**src/rtl/uart_cpu_port_if.sv**
```systemverilog
// CPU-side bundle of the UART port: transmit request/data/busy and receive irq/data/ack.
// Latency: none (wires only).
// Backpressure: w_busy high means a w_req is dropped; irr is held until ack.
interface uart_cpu_port_if;
    logic       w_req;
    logic [7:0] w_data;
    logic       w_busy;
    logic       ack;
    logic       irr;
    logic [7:0] r_data;

    // CPU side drives requests and acks, observes status
    modport master (output w_req, w_data, ack, input w_busy, irr, r_data);
    // UART port side consumes requests and acks, reports status
    modport slave  (input w_req, w_data, ack, output w_busy, irr, r_data);
endinterface

```
**src/rtl/uart_cpu_port.sv**
```systemverilog
// 8N1 UART with a CPU special-register style port (w_req/w_busy out, irr/r_data/ack in).
// Latency: uart_tx falls 1 cycle after an accepted w_req; r_data/irr update 1 cycle after the stop sample.
// Backpressure: w_req while w_busy is dropped (no queue); a byte arriving while irr=1 overwrites r_data.
module uart_cpu_port #(
    parameter int CLKS_PER_BIT = 868
) (
    input  logic           clk,
    input  logic           rst,
    uart_cpu_port_if.slave cpu,
    output logic           uart_tx,
    input  logic           uart_rx
);
    localparam int CW   = $clog2(CLKS_PER_BIT);
    localparam int HALF = CLKS_PER_BIT / 2;

    typedef enum logic [1:0] {T_IDLE, T_START, T_DATA, T_STOP} tx_state_t;
    typedef enum logic [1:0] {R_IDLE, R_START, R_DATA, R_STOP} rx_state_t;

    // ---------------- transmitter ----------------
    tx_state_t     tx_state, tx_state_nxt;
    logic [CW-1:0] tx_cyc;
    logic [2:0]    tx_bit;
    logic [7:0]    tx_sh;
    logic          tx_q;
    logic          tx_bit_end;
    logic          tx_busy;

    assign tx_bit_end = (tx_cyc == CW'(CLKS_PER_BIT - 1));

    // TX state register
    always_ff @(posedge clk) begin
        if (rst) tx_state <= T_IDLE;
        else     tx_state <= tx_state_nxt;
    end

    // TX next state: each non-idle state holds for whole bit periods
    always_comb begin
        tx_state_nxt = tx_state;
        case (tx_state)
            T_IDLE:  if (cpu.w_req) tx_state_nxt = T_START;
            T_START: if (tx_bit_end) tx_state_nxt = T_DATA;
            T_DATA:  if (tx_bit_end && tx_bit == 3'd7) tx_state_nxt = T_STOP;
            T_STOP:  if (tx_bit_end) tx_state_nxt = T_IDLE;
            default: tx_state_nxt = T_IDLE;
        endcase
    end

    // TX outputs: busy whenever a frame is in flight
    always_comb begin
        tx_busy = (tx_state != T_IDLE);
    end

    // TX datapath: counters, shift register and the registered line driver
    always_ff @(posedge clk) begin
        if (rst) begin
            tx_cyc <= '0;
            tx_bit <= '0;
            tx_sh  <= '0;
            tx_q   <= 1'b1;
        end else begin
            if (tx_state == T_IDLE || tx_bit_end) tx_cyc <= '0;
            else                                  tx_cyc <= tx_cyc + CW'(1);
            case (tx_state)
                T_IDLE: begin
                    tx_bit <= '0;
                    if (cpu.w_req) begin
                        tx_sh <= cpu.w_data;
                        tx_q  <= 1'b0;
                    end
                end
                T_START: if (tx_bit_end) tx_q <= tx_sh[0];
                T_DATA: begin
                    if (tx_bit_end) begin
                        tx_bit <= tx_bit + 3'd1;
                        tx_sh  <= tx_sh >> 1;
                        // after the 8th bit the line goes to the stop level
                        tx_q   <= (tx_bit == 3'd7) ? 1'b1 : tx_sh[1];
                    end
                end
                default: tx_q <= 1'b1;
            endcase
        end
    end

    assign uart_tx    = tx_q;
    assign cpu.w_busy = tx_busy;

    // ---------------- receiver ----------------
    rx_state_t     rx_state, rx_state_nxt;
    logic          rx_s1, rx_s2;
    logic [CW-1:0] rx_cyc;
    logic [2:0]    rx_bit;
    logic [7:0]    rx_sh;
    logic          rx_half, rx_full;
    logic          rx_done;
    logic [7:0]    r_data_q;
    logic          irr_q;

    assign rx_half = (rx_cyc == CW'(HALF));
    assign rx_full = (rx_cyc == CW'(CLKS_PER_BIT - 1));

    // two-flop synchronizer on the asynchronous line; idles high
    always_ff @(posedge clk) begin
        if (rst) begin
            rx_s1 <= 1'b1;
            rx_s2 <= 1'b1;
        end else begin
            rx_s1 <= uart_rx;
            rx_s2 <= rx_s1;
        end
    end

    // RX state register
    always_ff @(posedge clk) begin
        if (rst) rx_state <= R_IDLE;
        else     rx_state <= rx_state_nxt;
    end

    // RX next state: half-bit start check, then whole-bit spaced samples
    always_comb begin
        rx_state_nxt = rx_state;
        case (rx_state)
            R_IDLE:  if (!rx_s2) rx_state_nxt = R_START;
            R_START: if (rx_half) rx_state_nxt = rx_s2 ? R_IDLE : R_DATA;
            R_DATA:  if (rx_full && rx_bit == 3'd7) rx_state_nxt = R_STOP;
            R_STOP:  if (rx_full) rx_state_nxt = R_IDLE;
            default: rx_state_nxt = R_IDLE;
        endcase
    end

    // RX outputs: a byte completes only on a good stop sample
    always_comb begin
        rx_done = (rx_state == R_STOP) && rx_full && rx_s2;
    end

    // RX datapath: sample counter and LSB-first shift register
    always_ff @(posedge clk) begin
        if (rst) begin
            rx_cyc <= '0;
            rx_bit <= '0;
            rx_sh  <= '0;
        end else begin
            case (rx_state)
                R_IDLE: begin
                    rx_cyc <= '0;
                    rx_bit <= '0;
                end
                R_START: rx_cyc <= rx_half ? '0 : rx_cyc + CW'(1);
                R_DATA: begin
                    if (rx_full) begin
                        rx_cyc <= '0;
                        rx_bit <= rx_bit + 3'd1;
                        rx_sh  <= {rx_s2, rx_sh[7:1]};
                    end else begin
                        rx_cyc <= rx_cyc + CW'(1);
                    end
                end
                default: rx_cyc <= rx_cyc + CW'(1);
            endcase
        end
    end

    // CPU receive registers: completion beats ack, overrun overwrites
    always_ff @(posedge clk) begin
        if (rst) begin
            r_data_q <= 8'h00;
            irr_q    <= 1'b0;
        end else if (rx_done) begin
            r_data_q <= rx_sh;
            irr_q    <= 1'b1;
        end else if (cpu.ack) begin
            irr_q    <= 1'b0;
        end
    end

    assign cpu.r_data = r_data_q;
    assign cpu.irr    = irr_q;
endmodule

```
**src/flat_wrapper.sv**
```systemverilog
// flat-port wrapper written by rule: the top's interface ports become plain ports
module uart_cpu_port_flat 
#(
    parameter int CLKS_PER_BIT = 868
)
  (clk, rst, uart_tx, uart_rx, cpu_w_req, cpu_w_data, cpu_ack, cpu_w_busy, cpu_irr, cpu_r_data);
  uart_cpu_port_if cpu_i ();
  input  logic clk;
  input  logic rst;
  output logic uart_tx;
  input  logic uart_rx;
  input wire logic [$bits(cpu_i.w_req)-1:0] cpu_w_req;
  input wire logic [$bits(cpu_i.w_data)-1:0] cpu_w_data;
  input wire logic [$bits(cpu_i.ack)-1:0] cpu_ack;
  output wire logic [$bits(cpu_i.w_busy)-1:0] cpu_w_busy;
  output wire logic [$bits(cpu_i.irr)-1:0] cpu_irr;
  output wire logic [$bits(cpu_i.r_data)-1:0] cpu_r_data;
  assign cpu_i.w_req = cpu_w_req;
  assign cpu_i.w_data = cpu_w_data;
  assign cpu_i.ack = cpu_ack;
  assign cpu_w_busy = cpu_i.w_busy;
  assign cpu_irr = cpu_i.irr;
  assign cpu_r_data = cpu_i.r_data;
  uart_cpu_port #(.CLKS_PER_BIT(CLKS_PER_BIT)) u_core (.clk(clk), .rst(rst), .cpu(cpu_i), .uart_tx(uart_tx), .uart_rx(uart_rx));
endmodule
```
**config.mk**
```make
export PLATFORM = sky130hd
export DESIGN_NAME = uart_cpu_port_flat
export DESIGN_NICKNAME = d
export VERILOG_FILES = /design/src/rtl/uart_cpu_port_if.sv /design/src/rtl/uart_cpu_port.sv /design/src/flat_wrapper.sv
export SDC_FILE = /design/constraint.sdc
export NUM_CORES = 1
export LEC_CHECK = 0
export BUFFER_PORTS_ARGS = -buffer_cell sky130_fd_sc_hd__buf_4
export CAP_MARGIN = 25
export CORE_UTILIZATION = 36
export DETAILED_ROUTE_END_ITERATION = 7
export GPL_ROUTABILITY_DRIVEN = 0
export PLACE_DENSITY = 0.6
export SLEW_MARGIN = 20
export SYNTH_ARGS = -nofsm -noshare
export SYNTH_HDL_FRONTEND = slang
export SYNTH_SLANG_ARGS = --single-unit
```
**constraint.sdc**
```tcl
create_clock -name clk -period 2.2 [get_ports clk]
set_input_delay 0.22 -clock clk [delete_from_list [all_inputs] [get_ports clk]]
set_output_delay 0.22 -clock clk [all_outputs]
set_load 0.05 [all_outputs]
```
==> run_results.csv <==
group,metric,value,unit
status,outcome,"finished clean",
timing,maxClockFrequency,500,MHz
logic_synthesis,synth_edf_count,0,
die,rows,30,
logic_synthesis,synth-main-ff-cell,"dfxtp_1",
placement,placed_cell_area,0.00284,sq mm
global_routing,grt.total_usage,0.139,
timing,setup_viol_count_final,0,
cells_and_area,final_cell_area,0.00304,sq mm
clock_network,numClockSinks,58,
global_routing,grt_pass1_wl,8020,um
global_routing,grt_max_degree,40,
logic_synthesis,synthTopCellsByCount,"nor2_1, dfxtp_1, mux2i_1",
placement,dp.cells,393,
clock_network,ctsHoldBuffers,0,
clock_network,cts_root_buf,"clkbuf_8",
setup_path,r2r_start,"u_core.rx_cyc[0]",
cells_and_area,drive_above_1_share,0.185,
logic_synthesis,yosys.area.top_type,"dfxtp_1",
worst_hold_path,hp-class,"input port to flip-flop",
worst_hold_path,min_to,"u_core.rx_s1",
timing,worst_slew_pin_slew,0.535,ns
timing,min_period,2.00,ns
detailed_routing,via_count,1974,
clock_network,cts_buffers,9,
setup_path,rrSetupSlack,0.20,ns
logic_synthesis,synth-seq-cells,58,
logic_synthesis,synth_most_common_cell,"nor2_1",
detailed_routing,ant_nets,0,
die,start_util,0.375,
die,die_x,86.3,um
worst_hold_path,min_path_cells,2,
timing,min_period_over_period,0.910,
timing,max_slew_margin,0.641,
detailed_routing,via_per_inst,4.83,
detailed_routing,route.detailed.drc,0,
die,ios,24,
cells_and_area,fin_cells,409,
power,finalPower,0.00275,W
timing,grt_setup_unrepaired,"no",
logic_synthesis,yosys_warnings,0,
die,design.die.area,0.00746,sq mm
logic_synthesis,syn_area,0.00256,sq mm
logic_synthesis,yosysUniqueCellTypes,40,
clock_network,h-tree-depth,3,
logic_synthesis,synth_top_area_frac,0.453,
run,cap_violations,0,
timing,skew,0.00782,ns
power,p_per_area,905,mW/mm^2
global_routing,grt-ovfl-total,0,
global_routing,grt_antenna_before_repair,0,
die,core_area,0.00683,sq mm
detailed_routing,drt_iter0_drc,86,
placement,portBuffers,23,
setup_path,startpoint_type,"flip-flop",
setup_path,required,2.41,ns
global_routing,grt_pass1_vias,1867,
detailed_routing,dr.pass1.iters,4,
clock_network,cts_resized,0,
setup_path,reg2regPathDepth,5,
setup_path,r2r-end,"u_core.rx_cyc[2]",
die,die_h,86.3,um
setup_path,worstPathArrival,2.21,ns
detailed_routing,wire_per_inst,11.2,um
power,cellLeakagePower,1.18,nW
placement,dp_hpwl,3100,um
logic_synthesis,syn_nets,305,
clock_network,cts.clk_slew.worst_paths,0.06,ns
power,vdd_drop_max,0.000416,V
timing,hold_violations,0,
logic_synthesis,ys_seq_area_frac,0.453,
cells_and_area,synthToLayoutAreaGrowth,18.9,%
setup_path,cp_max_fo,10,
cells_and_area,post-route-util,0.446,
cells_and_area,diodes,0,
clock_network,cts_setup_buffers,0,
logic_synthesis,synthTopCellsByArea,"dfxtp_1, nor2_1, mux2i_1, ha_1, xnor2_1",
logic_synthesis,syn_area_per_cell,9.11,sq um
logic_synthesis,synthArstFlopShare,0,
clock_network,insertion_delay,0.34,ns
logic_synthesis,synth_cells,281,
clock_network,cts_tree,"done",
setup_path,critical_path_class,"flip-flop to flip-flop",
worst_hold_path,min_from,"uart_rx",
timing,maxSlewViolCount,0,
setup_path,endpoint_kind,"flip-flop",
cells_and_area,final_net_count,332,
detailed_routing,drt_wl_total,4570,um
clock_network,cts_buffer_depth,2,
timing,setup_tns,0,ns
-- power by group --
part           leakage (nW)  switching (W)  internal (W)
Combinational         0.609       0.000334      0.000222
Sequential            0.470      0.0000608       0.00114
Clock                 0.105       0.000420      0.000578
-- registers in the layout (all words and copies together) (netlist names), 2 cells and up, named ones only --
name / flops
u_core.tx_sh: 8
u_core.rx_cyc: 10
u_core.tx_bit: 3
u_core.rx_bit: 3
u_core.tx_cyc: 10
u_core.tx_state: 2
u_core.cpu.r_data: 8
u_core.rx_sh: 8
-- cells in the final DEF, fill, tap and decap left out, drive strengths merged, types with 2 or more instances in the layout --
master,n
a31oi,4
nand4,7
nand2,14
mux2i,18
dfxtp,58
inv,10
xor2,5
nor2,63
clkbuf,11
o221a,7
nand3b,4
clkinv,3
or2,2
ha,11
or3,4
o21ai,4
buf,27
nand3,16
xnor2,12
nand2b,3
nor3,4
nor4,3
nand4bb,2
and3,3
a21oi,3
-- worst max-delay path, cell delays in order (launching register included) --
cell       delay, ns
dfxtp_1         0.40
ha_1            0.25
nand4bb_1       0.23
or3_1           0.48
o211ai_2        0.41
nor2_1          0.10
-- metrics by stage --
| stage | setup WS, ns | hold slack [ns] |
|---|---|---|
| 3_5_place_dp | 0.176 | 0.400 |
| 3_3_place_gp | 0.247 | 0.396 |
| 4_1_cts | 0.180 | 0.0485 |
| 5_1_grt | 0.0101 | 0.0661 |
| 2_1_floorplan | 0.371 | 0.324 |
| 6_report | 0.199 | 0.0668 |
-- kinds of logic after synthesis --
logic type | after synthesis | synth area share
flip-flops | 58 | 0.453
adder cells (fa/ha/maj) | 11 | 0.0537
AND/OR/NAND/NOR | 130 | 0.250
buffers and inverters | 21 | 0.0318
XOR/XNOR | 17 | 0.0581
AO/OA/AOI/OAI | 25 | 0.0787
multiplexers | 19 | 0.0747
-- layout make-up --
cell class | instances | area, sq um
clock buffer | 11 | 151
clock inverter | 5 | 52.6
fill | 718 | 3790
inverter | 10 | 37.5
multi-input combinational | 202 | 1320
sequential | 58 | 1160
tap | 96 | 120
timing repair buffer | 27 | 203
-- layer usage --
metal  routed length [um]  part of all wire  vias to the layer above  GRT usage
li1                     -                 -                     1029          -
met1                 2350              0.51                      904      0.168
met2                 1930              0.42                       33      0.214
met3                  212             0.046                        8     0.0371
met4                   89             0.019                        0     0.0955
met5                    0                 0                        -          0
-- worst max path at each step --
stage          depth (start not counted)                   end        startpoint  slack (ns)
2_1_floorplan                          6  u_core.cpu.r_data[0]  u_core.rx_cyc[0]        0.37
3_3_place_gp                           5      u_core.rx_cyc[3]  u_core.rx_cyc[0]        0.25
3_5_place_dp                           5      u_core.rx_cyc[2]  u_core.rx_cyc[0]        0.18
4_1_cts                                5      u_core.rx_cyc[2]  u_core.rx_cyc[0]        0.18
5_1_grt                                5      u_core.rx_cyc[2]  u_core.rx_cyc[0]        0.01
6_report                               5      u_core.rx_cyc[2]  u_core.rx_cyc[0]        0.20
No activity file was read; power rests on OpenSTA's default activity.
